File: src/rtl/set_bit_enumerator_pkg.sv
// Shared types and defaults for the set-bit enumerator.
// State encoding and default mask geometry.
package set_bit_enumerator_pkg;

  localparam int DEF_WIDTH = 32;
  localparam int DEF_IDX_W = 5;

  typedef enum logic [1:0] {
    IDLE = 2'd0,
    EMIT = 2'd1,
    ZERO = 2'd2
  } state_e;

endpackage

File: src/rtl/set_bit_enumerator_lsb_encoder32.sv
// Lowest-set-bit priority encoder with single-bit detect.
// Purely combinational; idx_o is 0 for an all-zero vector.
module lsb_encoder32 #(
  parameter int WIDTH = 32,
  parameter int IDX_W = 5
) (
  input  logic [WIDTH-1:0] vec_i,
  output logic [IDX_W-1:0] idx_o,
  output logic             one_hot_o
);

  localparam logic [WIDTH-1:0] ONE = WIDTH'(1);

  always_comb begin
    idx_o = '0;
    // Scan downward so the lowest set bit wins.
    for (int i = WIDTH - 1; i >= 0; i--) begin
      if (vec_i[i]) idx_o = IDX_W'(i);
    end
  end

  assign one_hot_o = (vec_i != '0) &&
                     ((vec_i & (vec_i - ONE)) == '0);

endmodule

File: src/rtl/set_bit_enumerator.sv
// Splits a merged mask into set-bit indices, lowest first,
// one per output handshake; zero masks yield a single empty beat.
module set_bit_enumerator
  import set_bit_enumerator_pkg::*;
#(
  parameter int WIDTH = DEF_WIDTH,
  parameter int IDX_W = DEF_IDX_W
) (
  input  logic             clk,
  input  logic             rst,
  input  logic             in_valid,
  output logic             in_ready,
  input  logic [WIDTH-1:0] in_mask,
  output logic             out_valid,
  input  logic             out_ready,
  output logic [IDX_W-1:0] out_idx,
  output logic             out_last,
  output logic             out_empty,
  output logic [IDX_W:0]   out_seq
);

  localparam logic [WIDTH-1:0] PEND_ONE = WIDTH'(1);
  localparam logic [IDX_W:0]   SEQ_ONE  = (IDX_W+1)'(1);

  state_e             state_q, state_d;
  logic [WIDTH-1:0]   pend_q, pend_d;
  logic [IDX_W:0]     seq_q, seq_d;
  logic [IDX_W-1:0]   enc_idx;
  logic               enc_one_hot;

  lsb_encoder32 #(
    .WIDTH (WIDTH),
    .IDX_W (IDX_W)
  ) u_enc (
    .vec_i     (pend_q),
    .idx_o     (enc_idx),
    .one_hot_o (enc_one_hot)
  );

  always_ff @(posedge clk) begin
    if (rst) begin
      state_q <= IDLE;
      pend_q  <= '0;
      seq_q   <= '0;
    end else begin
      state_q <= state_d;
      pend_q  <= pend_d;
      seq_q   <= seq_d;
    end
  end

  always_comb begin
    state_d   = state_q;
    pend_d    = pend_q;
    seq_d     = seq_q;
    in_ready  = 1'b0;
    out_valid = 1'b0;
    out_idx   = '0;
    out_last  = 1'b0;
    out_empty = 1'b0;
    out_seq   = '0;
    unique case (state_q)
      IDLE: begin
        in_ready = 1'b1;
        if (in_valid) begin
          if (in_mask != '0) begin
            pend_d  = in_mask;
            seq_d   = '0;
            state_d = EMIT;
          end else begin
            state_d = ZERO;
          end
        end
      end
      EMIT: begin
        out_valid = 1'b1;
        out_idx   = enc_idx;
        out_last  = enc_one_hot;
        out_seq   = seq_q;
        if (out_ready) begin
          pend_d = pend_q & (pend_q - PEND_ONE);
          seq_d  = seq_q + SEQ_ONE;
          if (enc_one_hot) state_d = IDLE;
        end
      end
      ZERO: begin
        out_valid = 1'b1;
        out_empty = 1'b1;
        out_last  = 1'b1;
        if (out_ready) state_d = IDLE;
      end
      default: state_d = IDLE;
    endcase
  end

endmodule

File: config.mk
export PLATFORM = sky130hd
export DESIGN_NAME = set_bit_enumerator
export DESIGN_NICKNAME = d
export VERILOG_FILES = /design/src/rtl/set_bit_enumerator_pkg.sv /design/src/rtl/set_bit_enumerator_lsb_encoder32.sv /design/src/rtl/set_bit_enumerator.sv
export SDC_FILE = /design/constraint.sdc
export NUM_CORES = 1
export LEC_CHECK = 0
export CAP_MARGIN = 30
export CORE_ASPECT_RATIO = 0.7
export CORE_UTILIZATION = 60
export CTS_BUF_LIST = sky130_fd_sc_hd__clkbuf_4 sky130_fd_sc_hd__clkbuf_8
export CTS_CLUSTER_DIAMETER = 40
export CTS_CLUSTER_SIZE = 14
export DETAILED_ROUTE_END_ITERATION = 10
export DONT_BUFFER_PORTS = 1
export MAX_ROUTING_LAYER = met4
export PLACE_DENSITY_LB_ADDON = 0.2
export SLEW_MARGIN = 30
export SYNTH_ARGS = -nofsm -noshare
export SYNTH_HDL_FRONTEND = slang
export SYNTH_SLANG_ARGS = --single-unit
File: constraint.sdc
create_clock -name clk -period 3.19 [get_ports clk]
set_clock_uncertainty 0.05 [all_clocks]
set_input_delay 0.638 -clock clk [delete_from_list [all_inputs] [get_ports clk]]
set_output_delay 0.638 -clock clk [all_outputs]
set_load 0.01 [all_outputs]
* Yosys cells after proc, flatten, opt, wreduce, memory -nomap -nowiden *
Index checks and enable logic that the tools add are counted.

storage, ports and cells
  flip-flop bits (word level) = 40
  input port bits = 36
  output and inout bits = 15

operators by class
  add/subtract/negate cells = 2
  equal/unequal tests = 7
  mux-type cells = 52
  bitwise logic cells = 1
  reductions and logical operators = 9

operators by type and width
  cell                     count
  $mux W5                  33
  $mux W32                 3
  $pmux W32 S2             1
  $reduce_bool A32 Y1      2
  $and A32 B32 Y32         1
  $logic_not A32 Y1        1
  $sub A32 B1 Y32 const B  1
  $mux W6                  4
  $pmux W6 S2              1
  $mux W2                  5
  $ne A2 B2 Y1 const B     5
  $reduce_and A4 Y1        2
  $add A6 B1 Y6 const B    1
  $pmux W2 S3              1
  $mux W1                  3
  $eq A2 B1 Y1 const B     1
  $eq A2 B2 Y1 const B     1
  $logic_not A2 Y1         1
  $pmux W1 S2              1
  $reduce_bool A2 Y1       1
  $reduce_or A2 Y1         1
  $logic_and A1 B1 Y1      1

* Logic depth before layout (Yosys ltp) *
Gate-level depths: netlist of the first run.

  depth after elaboration = 33
  gate-level depth with buffers = 10

* Modules after synthesis *
Synthesis of the first run repeated with hierarchy kept, for this count alone.

unflattened totals
  cells, all modules = 377
  area total of the unflattened synthesis = 2885.3 sq um

modules (own cells, without submodules)
  module              times used  cells each  area an instance (sq um)  seq. area each (sq um)
  set_bit_enumerator  1           262         2145.8                    800.8
  lsb_encoder32       1           115         739.5                     0.0

* Least setup slack after synthesis of the first run *
OpenSTA, ideal clock, no wires.

  path kind = register to output
  start = register pend_q[12]
  end = output out_last
  arrival = 2.670 ns
  setup slack = -0.168 ns
  stages on the path, launching flop included = 10
  path buffers = 2
  cell sequence = dfxtp_1 > buf_6 > or4_4 > or4_4 > buf_6 > o31a_1 > a2111oi_2 > nand4_1 > nor3_1 > o21a_1

on the way
  word-level cells in the longest chain between the ends = 5

ends and longest elaborated chain
  element                   line                                    RTL
  start: declaration        set_bit_enumerator.sv:26                logic [WIDTH-1:0] pend_q, pend_d;
  start signal: assignment  set_bit_enumerator.sv:47                pend_q <= pend_d;
  $sub A32 B1 Y32           set_bit_enumerator_lsb_encoder32.sv:23  ((vec_i & (vec_i - ONE)) == '0);
  $and A32 B32 Y32          set_bit_enumerator_lsb_encoder32.sv:23
  $logic_not A32 Y1         set_bit_enumerator_lsb_encoder32.sv:23
  $logic_and A1 B1 Y1 *     set_bit_enumerator_lsb_encoder32.sv:22  assign one_hot_o = (vec_i != '0) &&
  $pmux W1 S2 *             set_bit_enumerator.sv:62                unique case (state_q)
  end: declaration          set_bit_enumerator.sv:17                output logic out_last,

Every way passes the cells marked *; elsewhere a longest branch is shown, timed or not.

* Worst setup path after layout of the first run *
  start = register pend_q[0]
  end = output out_last

The elaborated chain is that of the path after synthesis.

==> summary.txt, run 1 <==
Run status
  • Status: finished, violations left
  • Failing checks: setup timing

Clock tree
  • Worst-Skew Late Latency: 0.31 ns
  • Clk sink count: 40
  • CTS root buf: clkbuf_8
  • CTS clk-pin slew, worst paths: ~0.080 ns
  • H-tree depth: 2
  • CTS tree: done
  • Cts hold-fix bufs: 0
  • Clk buf depth: 2
  • Number of CTS-inserted buffers: 5

Placement
  • I/O Buffers: 0
  • Area post-placement: roughly 3000 µm²
  • HPWL Detailed: 5.59 mm
  • Gpl congestion: around 1
  • Worst slack, placed: -0.140 ns

Yosys
  • Synth Area in Simple Gates: 0.304
  • Syn nets: between 400 and 500
  • Seq cells post-synth: 40
  • Warnings, synthesis: 0
  • Post-synth EDFFs: 0
  • Main synth FF type: dfxtp_1
  • Sequential share of the synthesized area: 0.295
  • Number of distinct library cells after synthesis: 53
  • Asr flop ratio synth: 0
  • Compound-Gate Fraction of Synth Area: 0.283
  • Synth Cell Area: around 2700 µm²
  • Largest family of logic cells by synthesized area: simple AND/OR/NAND/NOR gates
  • Synthesized-area fraction occupied by adder cells: 0.0258
  • Post-Synthesis Cells: roughly 380
  • Mux cell area share after synthesis: 0.00738
  • Syn Area/Cell: 7.21 µm²
  • Xor/xnor share of the synthesized area: 0.0162

Pwr
  • Logic pwr share: 0.462
  • Pwr dens: between 500 and 600 nW/µm²
  • Clock network fraction of total power: 0.210
  • Net switching power: ~700 µW
  • Internal power: around 1.1 mW
  • VDD IR max: 294 µV
  • Pwr Total: approximately 1.8 mW
  • Leakage: ~1.2 nW
  • Switching share of power: 0.386
  • Flop pwr share: 0.329

Routing
  • Vias: slightly below 3000
  • Routed WL per cell: ~17 µm
  • ANT nets after route: 0
  • Post-Route WL: around 7.8 mm
  • Vias per std cell: ~6.5
  • Drt drc: 0
  • Drt pass-1 iters: 5
  • DR iter-0 viols: ~280

Finish
  • Share of cells above drive strength 1: 0.183
  • Syn-to-layout area delta: 14.8%
  • Fill count: approximately 340
  • Commonest cells after routing, fill and taps aside: 53 x nor2_1, 43 x buf_4, 38 x dfxtp_1, 37 x nand2_1, 30 x o21ai_0
  • Final net count: between 400 and 500
  • Commonest non-fill, non-tap cell in the layout: nor2_1
  • Diode count: 0
  • Post-route cell area: 3110 µm²

Die
  • Core area: about 4300 µm²
  • FP Rows: 20
  • Die height: 58.2 µm
  • DIE AREA: between 4000 and 5000 µm²
  • Initial Util: 0.626
  • Num ports: 51
  • Die width: around 80 µm

Timing
  • Final Slew Violations: 0
  • Slew at the pin closest to its max-slew limit: 0.796 ns
  • Worst relative slew slack: 0.469
  • Max Fclk: roughly 280 MHz
  • RSZ-0062 raised after global routing: true
  • Setup WS post-layout: -0.414 ns
  • Fin. Hold Viols: 0
  • Min Tclk post-route: approximately 3.6 ns
  • # setup viols final: 3
  • Crit share post-route: 1.13

Critical path
  • Worst Path Required: ~2.5 ns
  • Crit path launch type: flop
  • CP max stage delay: 0.60 ns
  • Critical path type: flop to output pin
  • Crit end category: output pin
  • Worst Path Arrival: just under 3 ns
  • Cell Chain, Critical Path: or4_4, or4_4, o31a_1, a2111oi_2, nand4_1, nor3_2, o21a_1
  • Critical path fanouts, max: 6
  • WP buf/inv: 0
  • Delay-heaviest family, CP: simple AND/OR/NAND/NOR gates
  • CP max-delay cell: or4_4
  • CP dominant cell by count: or4_4

GRT
  • Global route overflow: 0
  • First-pass GRT wire length: 11.8 mm
  • GRT Total Usage: 0.340
  • Vias in the first global route: 2463
  • Largest net degree at the start of global routing: 43
  • Initial antenna violation count: 0

Min path
  • Hold Crit Class: primary input to flop

Run
  • Max Cap Viol: 0
-- worst reg2reg max path, cell delays in order, from the launching register on --
cell and delay, ns:
dfxtp_2 0.33, or4_4 0.54, or4_4 0.60, o31a_1 0.31, a2111oi_2 0.27, nand4_1 0.20, buf_4 0.20, o31ai_4 0.27
nand3_1 0.13, o32ai_2 0.27
-- final cells by class --
cell class | instances | area [µm²] | share of cell area
multi-input combinational | 293 | 1770 | 0.567
sequential | 40 | 806 | 0.259
timing repair buffer | 43 | 323 | 0.104
clock buffer | 8 | 97.6 | 0.0314
tap | 55 | 68.8 | 0.0221
inverter | 14 | 52.6 | 0.0169
-- layer usage --
| layer | up-vias | wire length (µm) | GRT usage |
|---|---|---|---|
| li1 | 1424 | - | - |
| met2 | 149 | 3260 | 0.463 |
| met3 | 18 | 721 | 0.0787 |
| met4 | 0 | 148 | 0.113 |
| met1 | 1349 | 3640 | 0.488 |
| met5 | - | 0 | - |
-- kinds of logic (layout without fill, tap and decap cells) --
group	count (synthesis)	after routing
and+or+nand+nor	164	164
AOI/OAI and AO/OA	116	116
buffers and inverters	43	65
DFF	40	40
adders and majority gates	6	6
xor gates and xnor gates	5	5
muxes	2	2
-- flip-flops by register name, indices dropped and copies added, names as in the netlist --
name     flops
state_q      2
pend_q      32
seq_q        6
-- cells in the mapped netlist, types with 2 or more instances --
cell type | count | share of area
clkbuf_1 | 19 | 0.026
xor2_1 | 4 | 0.013
ha_1 | 4 | 0.018
mux2i_1 | 2 | 0.0074
or4_1 | 6 | 0.017
o211ai_1 | 2 | 0.0055
nor3_1 | 14 | 0.026
a21o_1 | 2 | 0.0055
nor2_1 | 53 | 0.073
nand2b_1 | 3 | 0.0069
or4_4 | 4 | 0.017
inv_1 | 14 | 0.019
buf_6 | 2 | 0.0083
dfxtp_1 | 40 | 0.30
o21bai_1 | 2 | 0.0055
a31oi_1 | 4 | 0.0092
nand3b_1 | 2 | 0.0055
or2_2 | 3 | 0.0069
and3_1 | 2 | 0.0046
o21ai_0 | 32 | 0.059
o21a_1 | 2 | 0.0055
nor4_1 | 16 | 0.037
buf_1 | 3 | 0.0042
buf_2 | 4 | 0.0074
o32ai_1 | 2 | 0.0065
and2_1 | 7 | 0.016
a21oi_1 | 22 | 0.041
o22ai_1 | 2 | 0.0046
a211oi_1 | 3 | 0.0083
or3_2 | 3 | 0.0083
nand2_1 | 37 | 0.051
a22oi_1 | 26 | 0.072
o31ai_1 | 5 | 0.014
nand4_1 | 8 | 0.018
maj3_1 | 2 | 0.0074
nor4b_1 | 3 | 0.0097
-- power by group through the flow --
stage | registers (mW) | clock network (mW) | logic (mW)
after floorplan | 0.603 | 0 | 0.544
after global placement | 0.602 | 0 | 0.782
after detailed placement | 0.606 | 0 | 0.790
after CTS | 0.595 | 0.381 | 0.811
after global routing | 0.604 | 0.403 | 0.913
final | 0.597 | 0.381 | 0.839
-- per-stage QoR --
stage | std cells | util | hold WS (ns) | TNS (ns)
floorplan | 376 | - | 0.416 | -0.142
global placement | 445 | 0.687 | 0.434 | -0.0977
detailed placement | 445 | 0.687 | 0.441 | -0.196
CTS | 454 | 0.714 | 0.344 | -0.566
global route | 453 | 0.719 | 0.333 | -0.738
finish | 453 | 0.719 | 0.339 | -0.478
-- worst paths after layout --
path | startpoint | end | slack (ns) | depth (start not counted)
worst min register to register | state_q[1]$_SDFFE_PP0P_ | state_q[1]$_SDFFE_PP0P_ | 0.47 | 2
worst max register to register | pend_q[0]$_SDFFE_PP0P_ | state_q[0]$_SDFFE_PP0P_ | -0.06 | 9
worst max-delay path | pend_q[0]$_SDFFE_PP0P_ | out_last | -0.41 | 7
worst min-delay path | rst | pend_q[28]$_SDFFE_PP0P_ | 0.34 | 1
-- repair_timing --
action | in CTS | in global routing
setup buffers | 1 | 1
resized for setup | 2 | 11
pin swaps | 6 | 10
setup endpoints to repair | 3 | 4
No activity file was read; power rests on OpenSTA's default activity.
==> inputs of run 2 (changes only) <==
- SLEW_MARGIN: 30 -> not set
- clock period: 3.19 -> 3.69 ns (I/O delays scaled with it)
==> summary.txt, run 2 (synthesis gave the netlist of run 1 again) <==
Critical path
  • Worst Path Arrival: approximately 2.9 ns
  • Crit path launch type: flop
  • Worst Path Required: just under 3 ns
  • Critical path fanouts, max: 7
  • Crit end category: output pin
  • Critical path type: flop to output pin

Finish
  • Syn-to-layout area delta: 10.3%
  • Final net count: 417
  • Max reg flops: 32
  • Commonest non-fill, non-tap cell in the layout: nor2_1
  • Top reg by flops: pend_q
  • Finished Layout Cells: around 430
  • Top flop regs: pend_q x32, seq_q x6, state_q x2
  • Commonest cells after routing, fill and taps aside: 53 x nor2_1, 37 x nand2_1, 37 x dfxtp_1, 32 x o21ai_0, 26 x a22oi_1
  • Share of cells above drive strength 1: 0.146
  • Diode count: 0
  • Fill count: around 380
  • Post-route cell area: 2990 µm²

Timing
  • Slew at the pin closest to its max-slew limit: around 0.66 ns
  • Final hold slack: ~0.44 ns
  • Worst relative slew slack: 0.561
  • Setup WS post-layout: -0.0222 ns
  • Min Tclk post-route: about 3.7 ns
  • RSZ-0062 raised after global routing: true
  • Max Fclk: ~270 MHz
  • Crit share post-route: 1.01
  • # setup viols final: 1
  • Setup TNS: -0.0222 ns
  • Fin. Hold Viols: 0
  • Final Slew Violations: 0

GRT
  • Largest net degree at the start of global routing: 43
  • First-pass GRT wire length: roughly 12 mm
  • GRT Total Usage: 0.345
  • Initial antenna violation count: 0
  • Global route overflow: 0
  • Vias in the first global route: roughly 2500

Placement
  • Placed cell count: between 400 and 500
  • HPWL Detailed: approximately 5.3 mm
  • Area post-placement: 2780 µm²
  • I/O Buffers: 0
  • Gpl congestion: 0.946
  • Worst slack, placed: 0.155 ns

Clock tree
  • CTS root buf: clkbuf_8
  • CTS tree: done
  • Clk sink count: 40
  • Number of CTS-inserted buffers: 5
  • H-tree depth: 2
  • CTS clk-pin slew, worst paths: about 0.080 ns
  • Cts hold-fix bufs: 0
  • Clk buf depth: 2
  • Worst-Skew Late Latency: around 0.31 ns

Run
  • Max Cap Viol: 0

Routing
  • DR iter-0 viols: roughly 360
  • Vias: roughly 2900
  • Post-Route WL: 7.79 mm
  • Vias per std cell: between 6 and 7
  • Drt pass-1 iters: 6
  • Routed WL per cell: roughly 18 µm
  • Drt drc: 0
  • ANT nets after route: 0

Min path
  • Hold Crit Class: primary input to flop

Die
  • Die height: roughly 58 µm
  • Initial Util: 0.626
  • Core area: roughly 4300 µm²
  • Die width: 82.3 µm
  • Num ports: 51
  • DIE AREA: 4800 µm²
  • FP Rows: 20

Run status
  • Status: finished, violations left
  • Failing checks: setup timing

Pwr
  • Leakage: 1.12 nW
  • VDD IR max: between 200 and 300 µV
  • Pwr dens: between 500 and 600 nW/µm²
[run 2: path summary, 6_finish.rpt]
kind | startpoint | cells past startpoint | slack [ns] | endpoint
setup / recovery | pend_q[1]$_SDFFE_PP0P_ | 7 | -0.02 | out_last
setup reg to reg | pend_q[1]$_SDFFE_PP0P_ | 10 | 0.28 | state_q[1]$_SDFFE_PP0P_
hold / removal | rst | 1 | 0.44 | pend_q[0]$_SDFFE_PP0P_
hold reg to reg | state_q[1]$_SDFFE_PP0P_ | 2 | 0.46 | state_q[1]$_SDFFE_PP0P_
[run 2: final cells by class]
cell class / count / area (µm²) / share of cell area
inverter: 14 / 52.6 / 0.0176
clock buffer: 6 / 76.3 / 0.0255
sequential: 40 / 807 / 0.270
tap: 55 / 68.8 / 0.0230
timing repair buffer: 23 / 185 / 0.0619
clock inverter: 2 / 35.0 / 0.0117
multi-input combinational: 293 / 1770 / 0.591
[run 2: report_power, final]
group          switching [mW]  internal, mW
registers              0.0557         0.475
clock network           0.162         0.208
logic                   0.384         0.280
total                   0.602         0.963
[run 2: per-layer routing]
metal / share of wire / up-vias / GRT usage / wire length (µm)
met1: 0.45 / 1342 / 0.497 / 3530
met5: 0 / - / - / 0
li1: - / 1375 / - / -
met4: 0.010 / 0 / 0.0952 / 78
met3: 0.11 / 15 / 0.117 / 870
met2: 0.43 / 167 / 0.447 / 3320
[run 2: per-stage QoR]
step | util | total power [mW]
finish | 0.691 | 1.57
global route | 0.691 | 1.65
CTS | 0.687 | 1.53
detailed placement | 0.643 | 1.13
global placement | 0.643 | 1.12
floorplan | - | 0.992
[run 2: critical path, stage by stage, from the launching register on]
cell	delay, ns
dfxtp_1	0.32
or4_4	0.57
or4_4	0.63
or3_4	0.38
o2bb2ai_1	0.18
o211ai_1	0.15
nor3_2	0.19
o21a_1	0.19
[run 2: repair_timing]
action / 4_1_cts / 5_1_grt
resized for setup: 8 / 2
pin swaps: 6 / 1
hold endpoints to repair: 0 / 0
cloned: 0 / 0
setup buffers: 7 / 0
endpoints found under the setup margin: 1 / 1
==> inputs of run 3 (changes only) <==
- clock period: 3.69 -> 4.7 ns (I/O delays scaled with it)
==> summary.txt, run 3 (synthesis gave the netlist of run 1 again) <==
Run status
  • Status: completed

Finish
  • Register Area: between 800 and 900 µm²
  • Share of cells above drive strength 1: 0.0756
  • Fill count: about 400
  • Commonest cells after routing, fill and taps aside: 53 x nor2_1, 40 x dfxtp_1, 37 x nand2_1, 32 x o21ai_0, 26 x a22oi_1
  • Finished Layout Cells: between 400 and 500
  • Max reg flops: 32
  • Syn-to-layout area delta: 2.17%
  • Multi-input logic area: approximately 1700 µm²
  • Diode count: 0
  • Top flop regs: pend_q x32, seq_q x6, state_q x2
  • Top reg by flops: pend_q
  • Commonest non-fill, non-tap cell in the layout: nor2_1
  • Final net count: a little under 400

Critical path
  • Worst Path Arrival: 3.30 ns
  • Crit path launch type: flop
  • Worst Path Required: 3.71 ns
  • R2r setup slk: 1.23 ns
  • Critical path type: flop to output pin
  • Critical path fanouts, max: 9
  • Crit end category: output pin

Clock tree
  • # resized after CTS: 0
  • Worst-Skew Late Latency: ~0.3 ns
  • H-tree depth: 2
  • Clk sink count: 40
  • Clk buf depth: 2
  • CTS root buf: clkbuf_8
  • Cts hold-fix bufs: 0
  • CTS tree: done
  • Number of CTS-inserted buffers: 5
  • Post-CTS setup buffers: 0
  • CTS clk-pin slew, worst paths: about 0.080 ns

Run
  • Max Cap Viol: 0

Placement
  • Placed cell count: slightly above 400
  • I/O Buffers: 0
  • Gpl congestion: 0.982
  • HPWL Detailed: around 5.2 mm

Routing
  • ANT nets after route: 0
  • Post-Route WL: approximately 7.5 mm
  • DR iter-0 viols: between 200 and 250
  • Vias per std cell: between 6 and 7
  • Routed WL per cell: 18.2 µm
  • Drt drc: 0
  • Drt pass-1 iters: 5
  • Vias: between 2000 and 3000

Pwr
  • Pwr Total: 1.12 mW
  • Leakage: between 0.9 and 1 nW
  • VDD IR max: between 200 and 250 µV
  • Pwr dens: 403 nW/µm²

Timing
  • Final Slew Violations: 0
  • Slew at the pin closest to its max-slew limit: about 0.8 ns
  • RSZ-0062 raised after global routing: false
  • Fin. Hold Viols: 0
  • Min Tclk post-route: roughly 4.3 ns
  • Max Fclk: between 200 and 250 MHz
  • Worst relative slew slack: 0.461
  • Crit share post-route: 0.913
  • # setup viols final: 0
  • Setup TNS: 0 ns

GRT
  • GRT Total Usage: 0.330
  • Initial antenna violation count: 0
  • Vias in the first global route: 2401
  • Global route overflow: 0
  • First-pass GRT wire length: 11.7 mm
  • Largest net degree at the start of global routing: between 40 and 50

Die
  • Initial Util: 0.626
  • Die width: roughly 82 µm
  • Num ports: 51
  • FP Rows: 20
  • Die height: a little under 60 µm
  • Core area: roughly 4300 µm²
  • DIE AREA: between 4000 and 5000 µm²

Min path
  • Hold Crit Class: flop to flop
[run 3: report_power, final]
part	leakage [nW]	switching [mW]	internal, mW	total [mW]
clock	0.0503	0.124	0.131	0.255
sequential	0.328	0.0615	0.373	0.434
combinational	0.618	0.257	0.171	0.428
[run 3: per-stage QoR]
stage                     cell area, µm²  hold WS [ns]  worst slack, ns   util
after CTS                           2770         0.457            0.417  0.640
after floorplan                     2710         0.416             1.04      -
after global routing                2770         0.489            0.137  0.640
after global placement              2670         0.436            0.908  0.618
final                               2770         0.455            0.409  0.640
after detailed placement            2670         0.444            0.747  0.618
[run 3: metal layers]
metal / track usage / vias up / wire (µm)
met5: - / - / 0
met4: 0.0627 / 0 / 48
met3: 0.0850 / 8 / 822
met2: 0.463 / 155 / 3210
met1: 0.474 / 1305 / 3410
li1: - / 1339 / -
[run 3: final timing paths]
kind | depth (start not counted) | from | to
worst max-delay path | 7 | pend_q[12]$_SDFFE_PP0P_ | out_last
worst min-delay path | 2 | state_q[1]$_SDFFE_PP0P_ | state_q[1]$_SDFFE_PP0P_
worst min register to register | 2 | state_q[1]$_SDFFE_PP0P_ | state_q[1]$_SDFFE_PP0P_
worst max register to register | 8 | pend_q[12]$_SDFFE_PP0P_ | state_q[1]$_SDFFE_PP0P_
[run 3: layout make-up]
class | count | share of cell area
Multi-Input combinational cell | 293 | 0.624
Inverter | 14 | 0.0190
Clock buffer | 7 | 0.0348
Sequential cell | 40 | 0.289
Timing Repair Buffer | 3 | 0.00813
Tap cell | 55 | 0.0248
[run 3: critical path: stages (launching register included)]
cell and delay [ns]:
dfxtp_1 0.39, or4_4 0.59, nor4_1 0.72, nand4_1 0.27
a2111oi_2 0.42, nand4_1 0.21, nor3_1 0.23, o21a_1 0.18
